==> config.mk <==
export PLATFORM = sky130hd
export DESIGN_NAME = sr_ff_bank
export DESIGN_NICKNAME = d
export VERILOG_FILES = /design/src/rtl/sr_pkg.sv /design/src/rtl/sr_cell.sv /design/src/rtl/sr_ff_bank.sv
export SDC_FILE = /design/constraint.sdc
export NUM_CORES = 1
export LEC_CHECK = 0
export ABC_CLOCK_PERIOD_IN_PS = 3000
export CAP_MARGIN = 20
export CORE_AREA = 2 2 66 68
export CTS_CLUSTER_DIAMETER = 60
export DETAILED_ROUTE_END_ITERATION = 10
export DIE_AREA = 0 0 68 70
export PLACE_DENSITY = 0.84
export SYNTH_ARGS = -nofsm -noshare
export SYNTH_HDL_FRONTEND = slang
export SYNTH_HIERARCHICAL = 1
export SYNTH_SLANG_ARGS = --single-unit
==> constraint.sdc <==
create_clock -name clk -period 3 [get_ports clk]
set_input_delay 0.45 -clock clk [delete_from_list [all_inputs] [get_ports clk]]
set_output_delay 0.45 -clock clk [all_outputs]
set_load 0.005 [all_outputs]
==> src/rtl/sr_pkg.sv <==
// -----------------------------------------------------------------------------
// sr_pkg
// Shared definitions for the clocked SR flip-flop bank.
//   - MODE_* : conflict-resolution policies applied when set and reset are
//              both asserted on an enabled channel.
//   - sr_next: next-state function of one active-high SR/JK cell.
// No ports (package).
// -----------------------------------------------------------------------------
package sr_pkg;

  localparam int MODE_HOLD    = 0;
  localparam int MODE_SET_DOM = 1;
  localparam int MODE_RST_DOM = 2;
  localparam int MODE_TOGGLE  = 3;

  // Next value of one cell given the current state and active-high requests.
  // The 2'b11 column is the only place where the build-time policy matters.
  function automatic logic sr_next(input int   mode,
                                   input logic q,
                                   input logic sa,
                                   input logic ra);
    logic nxt;
    case ({sa, ra})
      2'b00: nxt = q;
      2'b10: nxt = 1'b1;
      2'b01: nxt = 1'b0;
      2'b11: begin
        case (mode)
          MODE_HOLD:    nxt = q;
          MODE_SET_DOM: nxt = 1'b1;
          MODE_RST_DOM: nxt = 1'b0;
          MODE_TOGGLE:  nxt = ~q;
          default:      nxt = q;
        endcase
      end
      default: nxt = q;
    endcase
    return nxt;
  endfunction

endpackage

==> src/rtl/sr_cell.sv <==
// -----------------------------------------------------------------------------
// sr_cell
// One clocked SR flip-flop channel with active-high (already normalised)
// requests and a per-channel enable.
// Ports:
//   clk          in  1  clock, rising edge
//   rst_n        in  1  synchronous active-low reset
//   en           in  1  update enable
//   sa           in  1  set request, active-high
//   ra           in  1  reset request, active-high
//   q            out 1  registered state
//   changed      out 1  registered pulse: q took a new value on the last edge
//   conflict_evt out 1  combinational: enabled cell sees set and reset together
// -----------------------------------------------------------------------------
module sr_cell
  import sr_pkg::*;
#(
  parameter int MODE  = MODE_HOLD,
  parameter int RST_Q = 0
) (
  input  logic clk,
  input  logic rst_n,
  input  logic en,
  input  logic sa,
  input  logic ra,
  output logic q,
  output logic changed,
  output logic conflict_evt
);

  localparam logic RST_BIT = (RST_Q != 0) ? 1'b1 : 1'b0;

  logic r_q;
  logic r_changed;
  logic w_q_next;
  logic w_conflict_evt;

  // Next-state selection; a disabled cell simply holds.
  always_comb begin
    w_q_next       = r_q;
    w_conflict_evt = 1'b0;
    if (en) begin
      w_q_next       = sr_next(MODE, r_q, sa, ra);
      w_conflict_evt = sa & ra;
    end else begin
      w_q_next       = r_q;
      w_conflict_evt = 1'b0;
    end
  end

  // State and change-pulse registers; reset discards everything in flight.
  always_ff @(posedge clk) begin
    if (!rst_n) begin
      r_q       <= RST_BIT;
      r_changed <= 1'b0;
    end else begin
      r_q       <= w_q_next;
      r_changed <= w_q_next ^ r_q;
    end
  end

  assign q            = r_q;
  assign changed      = r_changed;
  assign conflict_evt = w_conflict_evt;

endmodule

==> src/rtl/sr_ff_bank.sv <==
// -----------------------------------------------------------------------------
// sr_ff_bank
// Bank of N independent clocked SR flip-flops with build-time conflict policy,
// selectable input polarity, sticky per-channel conflict flags and a
// saturating count of cycles that contained at least one enabled conflict.
// Ports:
//   clk           in  1      clock, rising edge
//   rst_n         in  1      synchronous active-low reset
//   en            in  N      per-channel update enable, active-high
//   s             in  N      set request (active-low when ACTIVE_LOW=1)
//   r             in  N      reset request (active-low when ACTIVE_LOW=1)
//   clr_conflict  in  1      clears sticky flags and counter
//   q             out N      registered state
//   q_bar         out N      complement of q
//   changed       out N      one-cycle pulse per bit that changed
//   conflict      out N      sticky enabled-conflict flags
//   conflict_cnt  out CNT_W  saturating conflict-cycle counter
// -----------------------------------------------------------------------------
module sr_ff_bank
  import sr_pkg::*;
#(
  parameter int N          = 8,
  parameter int MODE       = MODE_HOLD,
  parameter int ACTIVE_LOW = 1,
  parameter int CNT_W      = 8,
  parameter int RST_Q      = 0
) (
  input  logic             clk,
  input  logic             rst_n,
  input  logic [N-1:0]     en,
  input  logic [N-1:0]     s,
  input  logic [N-1:0]     r,
  input  logic             clr_conflict,
  output logic [N-1:0]     q,
  output logic [N-1:0]     q_bar,
  output logic [N-1:0]     changed,
  output logic [N-1:0]     conflict,
  output logic [CNT_W-1:0] conflict_cnt
);

  // Refuse to build with an unsupported policy or channel count.
  generate
    if (MODE < 0 || MODE > 3 || N < 1 || N > 32) begin : g_bad_param
      $error("sr_ff_bank: MODE must be 0..3 and N must be 1..32");
    end
  endgenerate

  localparam logic [CNT_W-1:0] CNT_MAX = {CNT_W{1'b1}};
  localparam logic [CNT_W-1:0] CNT_ONE = {{(CNT_W-1){1'b0}}, 1'b1};

  logic [N-1:0]     w_sa;
  logic [N-1:0]     w_ra;
  logic [N-1:0]     w_q;
  logic [N-1:0]     w_changed;
  logic [N-1:0]     w_evt;
  logic             w_any_evt;
  logic [N-1:0]     w_conflict_next;
  logic [CNT_W-1:0] w_cnt_next;
  logic [N-1:0]     r_conflict;
  logic [CNT_W-1:0] r_cnt;

  // Bring both request buses to active-high so the cells never see polarity.
  always_comb begin
    w_sa = s;
    w_ra = r;
    if (ACTIVE_LOW != 0) begin
      w_sa = ~s;
      w_ra = ~r;
    end else begin
      w_sa = s;
      w_ra = r;
    end
  end

  genvar gi;
  generate
    for (gi = 0; gi < N; gi++) begin : g_cell
      sr_cell #(
        .MODE  (MODE),
        .RST_Q (RST_Q)
      ) u_cell (
        .clk          (clk),
        .rst_n        (rst_n),
        .en           (en[gi]),
        .sa           (w_sa[gi]),
        .ra           (w_ra[gi]),
        .q            (w_q[gi]),
        .changed      (w_changed[gi]),
        .conflict_evt (w_evt[gi])
      );
    end
  endgenerate

  assign w_any_evt = |w_evt;

  // Sticky flags and counter next values; a fresh conflict beats a clear.
  always_comb begin
    w_conflict_next = r_conflict | w_evt;
    w_cnt_next      = r_cnt;
    if (clr_conflict) begin
      w_conflict_next = w_evt;
      w_cnt_next      = w_any_evt ? CNT_ONE : {CNT_W{1'b0}};
    end else if (w_any_evt && (r_cnt != CNT_MAX)) begin
      w_conflict_next = r_conflict | w_evt;
      w_cnt_next      = r_cnt + CNT_ONE;
    end else begin
      w_conflict_next = r_conflict | w_evt;
      w_cnt_next      = r_cnt;
    end
  end

  // Conflict flag and counter registers.
  always_ff @(posedge clk) begin
    if (!rst_n) begin
      r_conflict <= {N{1'b0}};
      r_cnt      <= {CNT_W{1'b0}};
    end else begin
      r_conflict <= w_conflict_next;
      r_cnt      <= w_cnt_next;
    end
  end

  assign q            = w_q;
  assign q_bar        = ~w_q;
  assign changed      = w_changed;
  assign conflict     = r_conflict;
  assign conflict_cnt = r_cnt;

endmodule

# Word-level counts from Yosys, hierarchy flattened
# Cells that the tools add are included.
dict set report totals {
  output_inout_bits 40
  regBits 32
}
dict set report classes {
  reduce_logical 19
  mux 28
  n_eq_ne 25
  n_addsub 1
  bitwise 20
}
# op count
set op_table {}
lappend op_table {{equality test 2 bit, second input constant} 16}
lappend op_table {{two-way mux 8 bit} 3}
lappend op_table {{NOT 8 bit} 3}
lappend op_table {{one-hot mux 1 bit (3 select lines)} 8}
lappend op_table {{two-way mux 1 bit} 17}
lappend op_table {{equality test 2 x 1 -> 1 bit, second input constant} 8}
lappend op_table {{logical NOT 2 bit} 8}
lappend op_table {{OR reduction 2 bit} 8}
lappend op_table {{adder 8 x 1 -> 8 bit, second input constant} 1}
lappend op_table {{bitwise AND 1 bit} 8}
lappend op_table {{inequality test 8 bit, second input constant} 1}
lappend op_table {{OR 8 bit} 1}
lappend op_table {{OR reduction 8 bit} 1}
lappend op_table {{XOR 1 bit} 8}
lappend op_table {{nonzero test 2 bit} 1}
lappend op_table {{logical AND 1 bit} 1}

# Depth between registers and ports, before layout
# Gate-level depths: netlist of run 1.
dict set report logic_depth {
  depth_word 7
  depth_mapped 8
}

# Hierarchy
# The synthesis of run 1 kept the hierarchy.
# mod n_inst area_each_um2 seq_area_each_um2 cells_per_inst
set by_module_without_submodules {}
lappend by_module_without_submodules {sr_cell 8 121.4 40.0 11}
lappend by_module_without_submodules {sr_ff_bank 1 772.0 320.3 103}

# Worst setup path after synthesis of run 1
# Ideal clock, no wire load.
dict set report synth_path {
  kind {input -> register}
  start {in s[0]}
  end {reg r_cnt[4] (netlist: conflict_cnt[4])}
  slack_ns 1.196
  setup_time_ns 0.070
  path_buffers 1
  path_stages 8
  arrival_time_ns 1.734
  path_cell_list {inv_1 -> ha_1 -> and2_1 -> nor4_1 -> and2_1 -> buf_2 -> or4_1 -> a21oi_1}
}
dict set report synth_via {
  elab_chain_len 6
}
# item line
set synth_rtl {}
lappend synth_rtl {{from (decl)} sr_ff_bank.sv:31} ;# input logic [N-1:0] s,
lappend synth_rtl {{NOT 8 bit} sr_ff_bank.sv:67} ;# w_sa = ~s;
lappend synth_rtl {{bitwise AND 1 bit} sr_cell.sv:44} ;# w_conflict_evt = sa & ra;
lappend synth_rtl {{two-way mux 1 bit} sr_cell.sv:42} ;# if (en) begin
lappend synth_rtl {{via w_evt[0]} sr_ff_bank.sv:55} ;# logic [N-1:0] w_evt;
lappend synth_rtl {{OR reduction 8 bit} sr_ff_bank.sv:94} ;# assign w_any_evt = |w_evt;
lappend synth_rtl {{logical AND 1 bit} sr_ff_bank.sv:103} ;# end else if (w_any_evt && (r_cnt != CNT_MAX)) begin
lappend synth_rtl {{nonzero test 2 bit (no line)} -}
lappend synth_rtl {{to (signal assigned)} sr_ff_bank.sv:116} ;# r_cnt <= {CNT_W{1'b0}};
lappend synth_rtl {{to (signal assigned)} sr_ff_bank.sv:119} ;# r_cnt <= w_cnt_next;
lappend synth_rtl {{to (decl)} sr_ff_bank.sv:60} ;# logic [CNT_W-1:0] r_cnt;
# The timed path passes the listed nets, and every way through them passes these cells.
# A chain may end at the register's enable or synchronous reset.

# Worst setup path after layout of run 1
dict set report layout_path {
  start {in s[0]}
  end {reg r_cnt[0] (netlist: conflict_cnt[0])}
}
dict set report layout_via {
  elab_chain_len 6
}
# item line
set layout_rtl {}
lappend layout_rtl {{NOT 8 bit (*)} sr_ff_bank.sv:67}
lappend layout_rtl {{via w_sa[0]} sr_ff_bank.sv:51} ;# logic [N-1:0] w_sa;
lappend layout_rtl {{bitwise AND 1 bit (*)} sr_cell.sv:44}
lappend layout_rtl {{two-way mux 1 bit (*)} sr_cell.sv:42}
lappend layout_rtl {{via w_evt[0]} sr_ff_bank.sv:55}
lappend layout_rtl {{OR reduction 8 bit (*)} sr_ff_bank.sv:94}
lappend layout_rtl {{two-way mux 1 bit or logical AND 1 bit (tied branches)} {sr_ff_bank.sv:102, sr_ff_bank.sv:103}}
lappend layout_rtl {{two-way mux 8 bit or nonzero test 2 bit (tied branches)} -}
# Mark *: on every way through the listed nets, which the timed path passes. The rest lies on a longest branch.

==> impl_metrics.env, run 1 <==
export IMPL_fillers=378
export IMPL_dieHeight_um=70
export IMPL_clkPwrFrac_pct=36.8
export IMPL_synthToLayoutAreaGrowth_pct=47.3
export IMPL_rows=24
export IMPL_synth_flop_cell="dfxtp_1"
export IMPL_slew_viol_final=0
export IMPL_endpoint="conflict_cnt[0]"
export IMPL_drt_pre_antenna_iters=4
export IMPL_reg2reg_from="conflict_cnt[0]"
export IMPL_fin_nets=307
export IMPL_dr_total_vias=1561
export IMPL_grt_busiest_layer="met2"
export IMPL_drive_gt1_share_pct=6.82
export IMPL_grt_util_met2_pct=28.0
export IMPL_antenna_found_initial=0
export IMPL_synth_top_cell_area_share_pct=36.8
export IMPL_antenna_left=0
export IMPL_timing_final_crit_period_ns=2.30
export IMPL_drc=0
export IMPL_hpwlAfterDp_mm=2.88
export IMPL_r2r_cells=4
export IMPL_outcome="completed"
export IMPL_cts_buffers=5
export IMPL_hold_slack_ns=0.494
export IMPL_rsz0062_at_grt="no"
export IMPL_tightestPinTransition_ns=0.467
export IMPL_relSlewSlack_pct=68.5
export IMPL_skew_ns=0.00492
export IMPL_cts_tree="yes"
export IMPL_use_met1_pct=17.5
export IMPL_synth_nets=235
export IMPL_maxCapViolCount=0
export IMPL_root_buffer="clkbuf_8"
export IMPL_drt_initial_drc_count=89
export IMPL_pre_cts_ws_ns=0.449
export IMPL_post_route_period_util_pct=76.6
export IMPL_start_util_pct=42.1
export IMPL_netSwitchingPower_mw=0.253
export IMPL_io_pins=67
export IMPL_p_seq_share_pct=42.9
export IMPL_cts_setup_buffers=0
export IMPL_cp_arrival_ns=2.50
export IMPL_use_met3_pct=5.80
export IMPL_netlist_area_mm2=0.00174
export IMPL_postCtsHoldBufs=0
export IMPL_reg2reg_slack_ns=1.37
export IMPL_final_common_cell="clkdlybuf4s50_1"
export IMPL_path_max_fanout=12
export IMPL_syn_inst=191
export IMPL_core_area_mm2=0.00414
export IMPL_gp_congestion=0.830
export IMPL_synthTopCellsByArea="dfxtp_1 37%, ha_1 12%, inv_1 6.9%"
export IMPL_p_comb_share_pct=20.2
export IMPL_clk_pin_slew_ns=0.07
export IMPL_async_flop_share_pct=0
export IMPL_h_tree_depth=2
export IMPL_p_leak_nw=1.17
export IMPL_max_freq_mhz=435
export IMPL_first_global_vias=1421
export IMPL_start_kind="input pin"
export IMPL_setup_viol=0
export IMPL_hold_path_class="flop to flop"
export IMPL_clock_sinks=32
export IMPL_p_total_mw=1.08
export IMPL_crit_type="input pin to flop"
export IMPL_hold_viol_final=0
export IMPL_crit_start="s[0]"
export IMPL_clk_path_buf_depth=2
export IMPL_critPathCaptureType="flop"
export IMPL_swShare_pct=23.4
export IMPL_r2r_end="conflict_cnt[7]"
export IMPL_fin_tns_setup_ns=0
export IMPL_setup_ws_ns=0.702
export IMPL_p_int_mw=0.830
export IMPL_synth_cell_type_count=29
export IMPL_diodes=0
export IMPL_die_area_mm2=0.00476
export IMPL_synth_largest_area_cell="dfxtp_1"
export IMPL_wl_per_cell_um=11.7
export IMPL_ys_ff_latch=32
export IMPL_drt_total_wl_mm=3.69
export IMPL_grt_max_degree=19
export IMPL_grtUsageTotal_pct=15.9
export IMPL_grt_overflow_total=0
export IMPL_grt_pass1_wl_mm=5.84
export IMPL_ys_warn_count=6
export IMPL_final_cell_mix="66 x clkdlybuf4s50_1, 32 x inv_1, 32 x dfxtp_1"
export IMPL_synth_edf_count=0
export IMPL_synth_avg_cell_area_um2=9.13
export IMPL_cp_required_ns=3.20
export IMPL_vdd_drop_max_v=0.000232
export IMPL_yosysSeqAreaShare_pct=36.8
export IMPL_insertion_delay_ns=0.27
export IMPL_port_buffers=66
export IMPL_cts_resized=0
export IMPL_vias_per_cell=4.94
export IMPL_die_w_um=68
export IMPL_power_density_mw_per_mm2=422
==> stage by stage <==
step	cell area (um^2)	std cells	utilization, %
floorplan	1740	191	-
global placement	2460	308	59.4
detailed placement	2460	308	59.4
CTS	2570	316	62.0
global route	2570	316	62.0
finish	2570	316	62.0
==> worst min path at each step <==
stage                          from              end  slack, ns  cells after the start
detailed placement      conflict[2]      conflict[2]       0.48                      2
finish                  conflict[2]      conflict[2]       0.49                      2
global placement        conflict[2]      conflict[2]       0.47                      2
global route            conflict[2]      conflict[2]       0.52                      2
CTS                     conflict[2]      conflict[2]       0.50                      2
floorplan           conflict_cnt[5]  conflict_cnt[5]       0.47                      2
==> power by group through the flow <==
stage | combinational [mW] | sequential [mW] | clock (mW)
5_1_grt | 0.241 | 0.468 | 0.433
2_1_floorplan | 0.104 | 0.474 | 0
6_report | 0.219 | 0.465 | 0.399
3_5_place_dp | 0.221 | 0.475 | 0
4_1_cts | 0.222 | 0.465 | 0.411
3_3_place_gp | 0.216 | 0.474 | 0
==> cell usage after synthesis (all sizes together) (2+ instances only) <==
master	number
a21oi	13
a31oi	2
and2	9
and3	9
and4	2
buf	2
clkinv	2
dfxtp	32
ha	17
inv	32
nand2	5
nand3	4
nand3b	8
nand4	3
nor2	10
nor2b	8
nor4	2
o211a	8
o21ai	2
o31ai	3
or4	4
xnor2	8
==> logic make-up (layout without fill, tap and decap cells) <==
family,Yosys count,count (layout),share of synthesized area [%]
AND/OR/NAND/NOR,68,68,26.9
buffers and inverters,36,109,8.26
flip-flops,32,32,36.8
AO/OA/AOI/OAI,30,30,11.8
adder cells (fa/ha/maj),17,17,12.2
XOR/XNOR,8,8,4.02
==> worst max-delay path: stages <==
cell	delay, ns
clkdlybuf4s50_1	0.46
inv_1	0.06
ha_1	0.18
and2_1	0.15
nor4_1	0.46
and2_1	0.42
o211ai_1	0.15
a31oi_1	0.16
==> registers in the layout, indices dropped and copies added, names as in the netlist <==
signal / cells
g_cell.u_cell/changed: 8
conflict: 8
g_cell.u_cell/q: 8
conflict_cnt: 8
==> layer usage <==
metal	routed length (um)	share of wire (%)	up-vias
met2	1840	50	47
met4	15	0.41	0
met3	261	7.1	2
li1	-	-	793
met1	1560	42	719
met5	0	0	-
==> final cells by class <==
type                            count  area [um^2]  share of cell area (%)
Clock inverter                      2         35.0                    1.36
Sequential cell                    32          641                    25.0
Multi-Input combinational cell    123          958                    37.3
Timing Repair Buffer               67          668                    26.0
Tap cell                           52         65.1                    2.53
Clock buffer                        6         72.6                    2.83
Inverter                           34          128                    4.97
Note: power is estimated with default switching activity, not from simulation.
==> run 2, diff against run 1 <==
- ABC_CLOCK_PERIOD_IN_PS: 3000 -> 2040
- CORE_AREA: 2 2 66 68 -> 2 2 70 72
- DIE_AREA: 0 0 68 70 -> 0 0 72 74
- PLACE_DENSITY: 0.84 -> 0.79
- clock period: 3 -> 2.04 ns (I/O delays scaled with it)
==> run 2 against run 1 <==
Utilization shrank 3.5 points. Critical path depth is the same. Sequential cell count is the same. Total power grew 37%. First-iteration DRC count shrank 1.1%. Count of clock-buffer cells in the layout is the same. Die area grew 12%. Critical path type unchanged. Critical endpoint is now conflict_cnt[5]. Largest cell class unchanged. Largest power group unchanged.
==> impl_metrics.env, run 2 (same netlist as run 1, synthesis figures left out) <==
export IMPL_final_cell_mix="66 x clkdlybuf4s50_1, 32 x inv_1, 32 x dfxtp_1"
export IMPL_grt_pass1_wl_mm=6.54
export IMPL_reg2reg_slack_ns=0.41
export IMPL_antenna_found_initial=0
export IMPL_holdCritStartpoint="conflict[3]"
export IMPL_clk_pin_slew_ns=0.06
export IMPL_final_common_cell="clkdlybuf4s50_1"
export IMPL_post_route_period_util_pct=93.8
export IMPL_grt_overflow_total=0
export IMPL_drive_gt1_share_pct=13.5
export IMPL_insertion_delay_ns=0.28
export IMPL_endpoint="conflict_cnt[5]"
export IMPL_synthToLayoutAreaGrowth_pct=54.3
export IMPL_drt_initial_drc_count=88
export IMPL_maxCapViolCount=0
export IMPL_vias_per_cell=4.83
export IMPL_r2r_end="conflict_cnt[3]"
export IMPL_die_w_um=72
export IMPL_dieHeight_um=74
export IMPL_hold_slack_ns=0.491
export IMPL_cts_setup_buffers=0
export IMPL_r2r_cells=4
export IMPL_grtUsageTotal_pct=15.8
export IMPL_cp_required_ns=2.25
export IMPL_drt_pre_antenna_iters=4
export IMPL_max_freq_mhz=522
export IMPL_start_util_pct=37.9
export IMPL_hold_path_class="flop to flop"
export IMPL_fin_nets=326
export IMPL_clk_path_buf_depth=2
export IMPL_first_global_vias=1555
export IMPL_power_density_mw_per_mm2=553
export IMPL_die_area_mm2=0.00533
export IMPL_hpwlAfterDp_mm=3.26
export IMPL_clock_sinks=32
export IMPL_crit_type="input pin to flop"
export IMPL_drt_total_wl_mm=4.01
export IMPL_critPathCaptureType="flop"
export IMPL_final_cell_count_no_fill=336
export IMPL_start_kind="input pin"
export IMPL_p_total_mw=1.49
export IMPL_slew_viol_final=0
export IMPL_setup_viol=0
export IMPL_timing_final_crit_period_ns=1.91
export IMPL_hold_viol_final=0
export IMPL_p_leak_nw=1.25
export IMPL_cts_tree="yes"
export IMPL_diodes=0
export IMPL_rows=25
export IMPL_io_pins=67
export IMPL_grt_max_degree=13
export IMPL_crit_start="s[0]"
export IMPL_wl_per_cell_um=11.9
export IMPL_root_buffer="clkbuf_8"
export IMPL_drc=0
export IMPL_relSlewSlack_pct=76.2
export IMPL_rsz0062_at_grt="no"
export IMPL_path_max_fanout=12
export IMPL_core_area_mm2=0.00460
export IMPL_cp_arrival_ns=2.12
export IMPL_tightestPinTransition_ns=0.356
export IMPL_port_buffers=66
export IMPL_antenna_left=0
export IMPL_cts_buffers=5
export IMPL_dr_total_vias=1624
export IMPL_dp_cells=329
export IMPL_gp_congestion=0.733
export IMPL_outcome="completed"
export IMPL_vdd_drop_max_v=0.000312
export IMPL_reg2reg_from="conflict_cnt[0]"
export IMPL_h_tree_depth=2
export IMPL_skew_ns=0.00164
-- run 2: area by class of cell --
cell class	instances	area (um^2)
multi-input cells	123	966
fillers	419	1910
clock inverters	1	5.00
clock buffers	6	72.6
well taps	54	67.6
repair buffers	86	811
flip-flops and latches	32	641
inverters	34	128
-- run 2: timing repair --
action | 4_1_cts | 5_1_grt
hold buffers | 0 | 0
gates resized for setup | 0 | 2
endpoints found under the setup margin | 0 | 8
-- run 2: worst min path at each step --
stage | to | depth (start not counted)
finish | conflict[3] | 2
global route | conflict[3] | 2
CTS | conflict[3] | 2
detailed placement | conflict[3] | 2
global placement | conflict[3] | 2
floorplan | g_cell[0].u_cell/q | 1
-- run 2: report_power, final --
group | internal, mW | leakage, nW | switching, mW | total (mW)
Sequential | 0.657 | 0.262 | 0.0284 | 0.685
Combinational | 0.224 | 0.951 | 0.128 | 0.353
Clock | 0.231 | 0.0410 | 0.218 | 0.449
-- run 2: layer usage --
layer / vias up / global-route usage [%] / part of all wire (%)
met5: - / 0 / 0
met4: 0 / 7.97 / 2.1
met3: 10 / 4.88 / 6.0
met2: 42 / 27.1 / 50
met1: 746 / 17.8 / 42
li1: 826 / - / -
-- run 2: critical path, stage by stage --
cell             delay, ns
clkdlybuf4s50_1       0.39
inv_1                 0.08
ha_1                  0.15
and2_1                0.18
nor4_2                0.07
and2_2                0.26
or4_1                 0.53
a21oi_1               0.16
-- run 2: through the flow --
step	area, um^2	setup slack (ns)	utilization (%)	setup TNS (ns)
2_1_floorplan	1740	0.380	-	0
3_3_place_gp	2610	-0.249	56.7	-1.70
3_5_place_dp	2610	-0.286	56.7	-1.98
4_1_cts	2680	0.00676	58.3	0
5_1_grt	2690	0.0118	58.5	0
6_report	2690	0.126	58.5	0
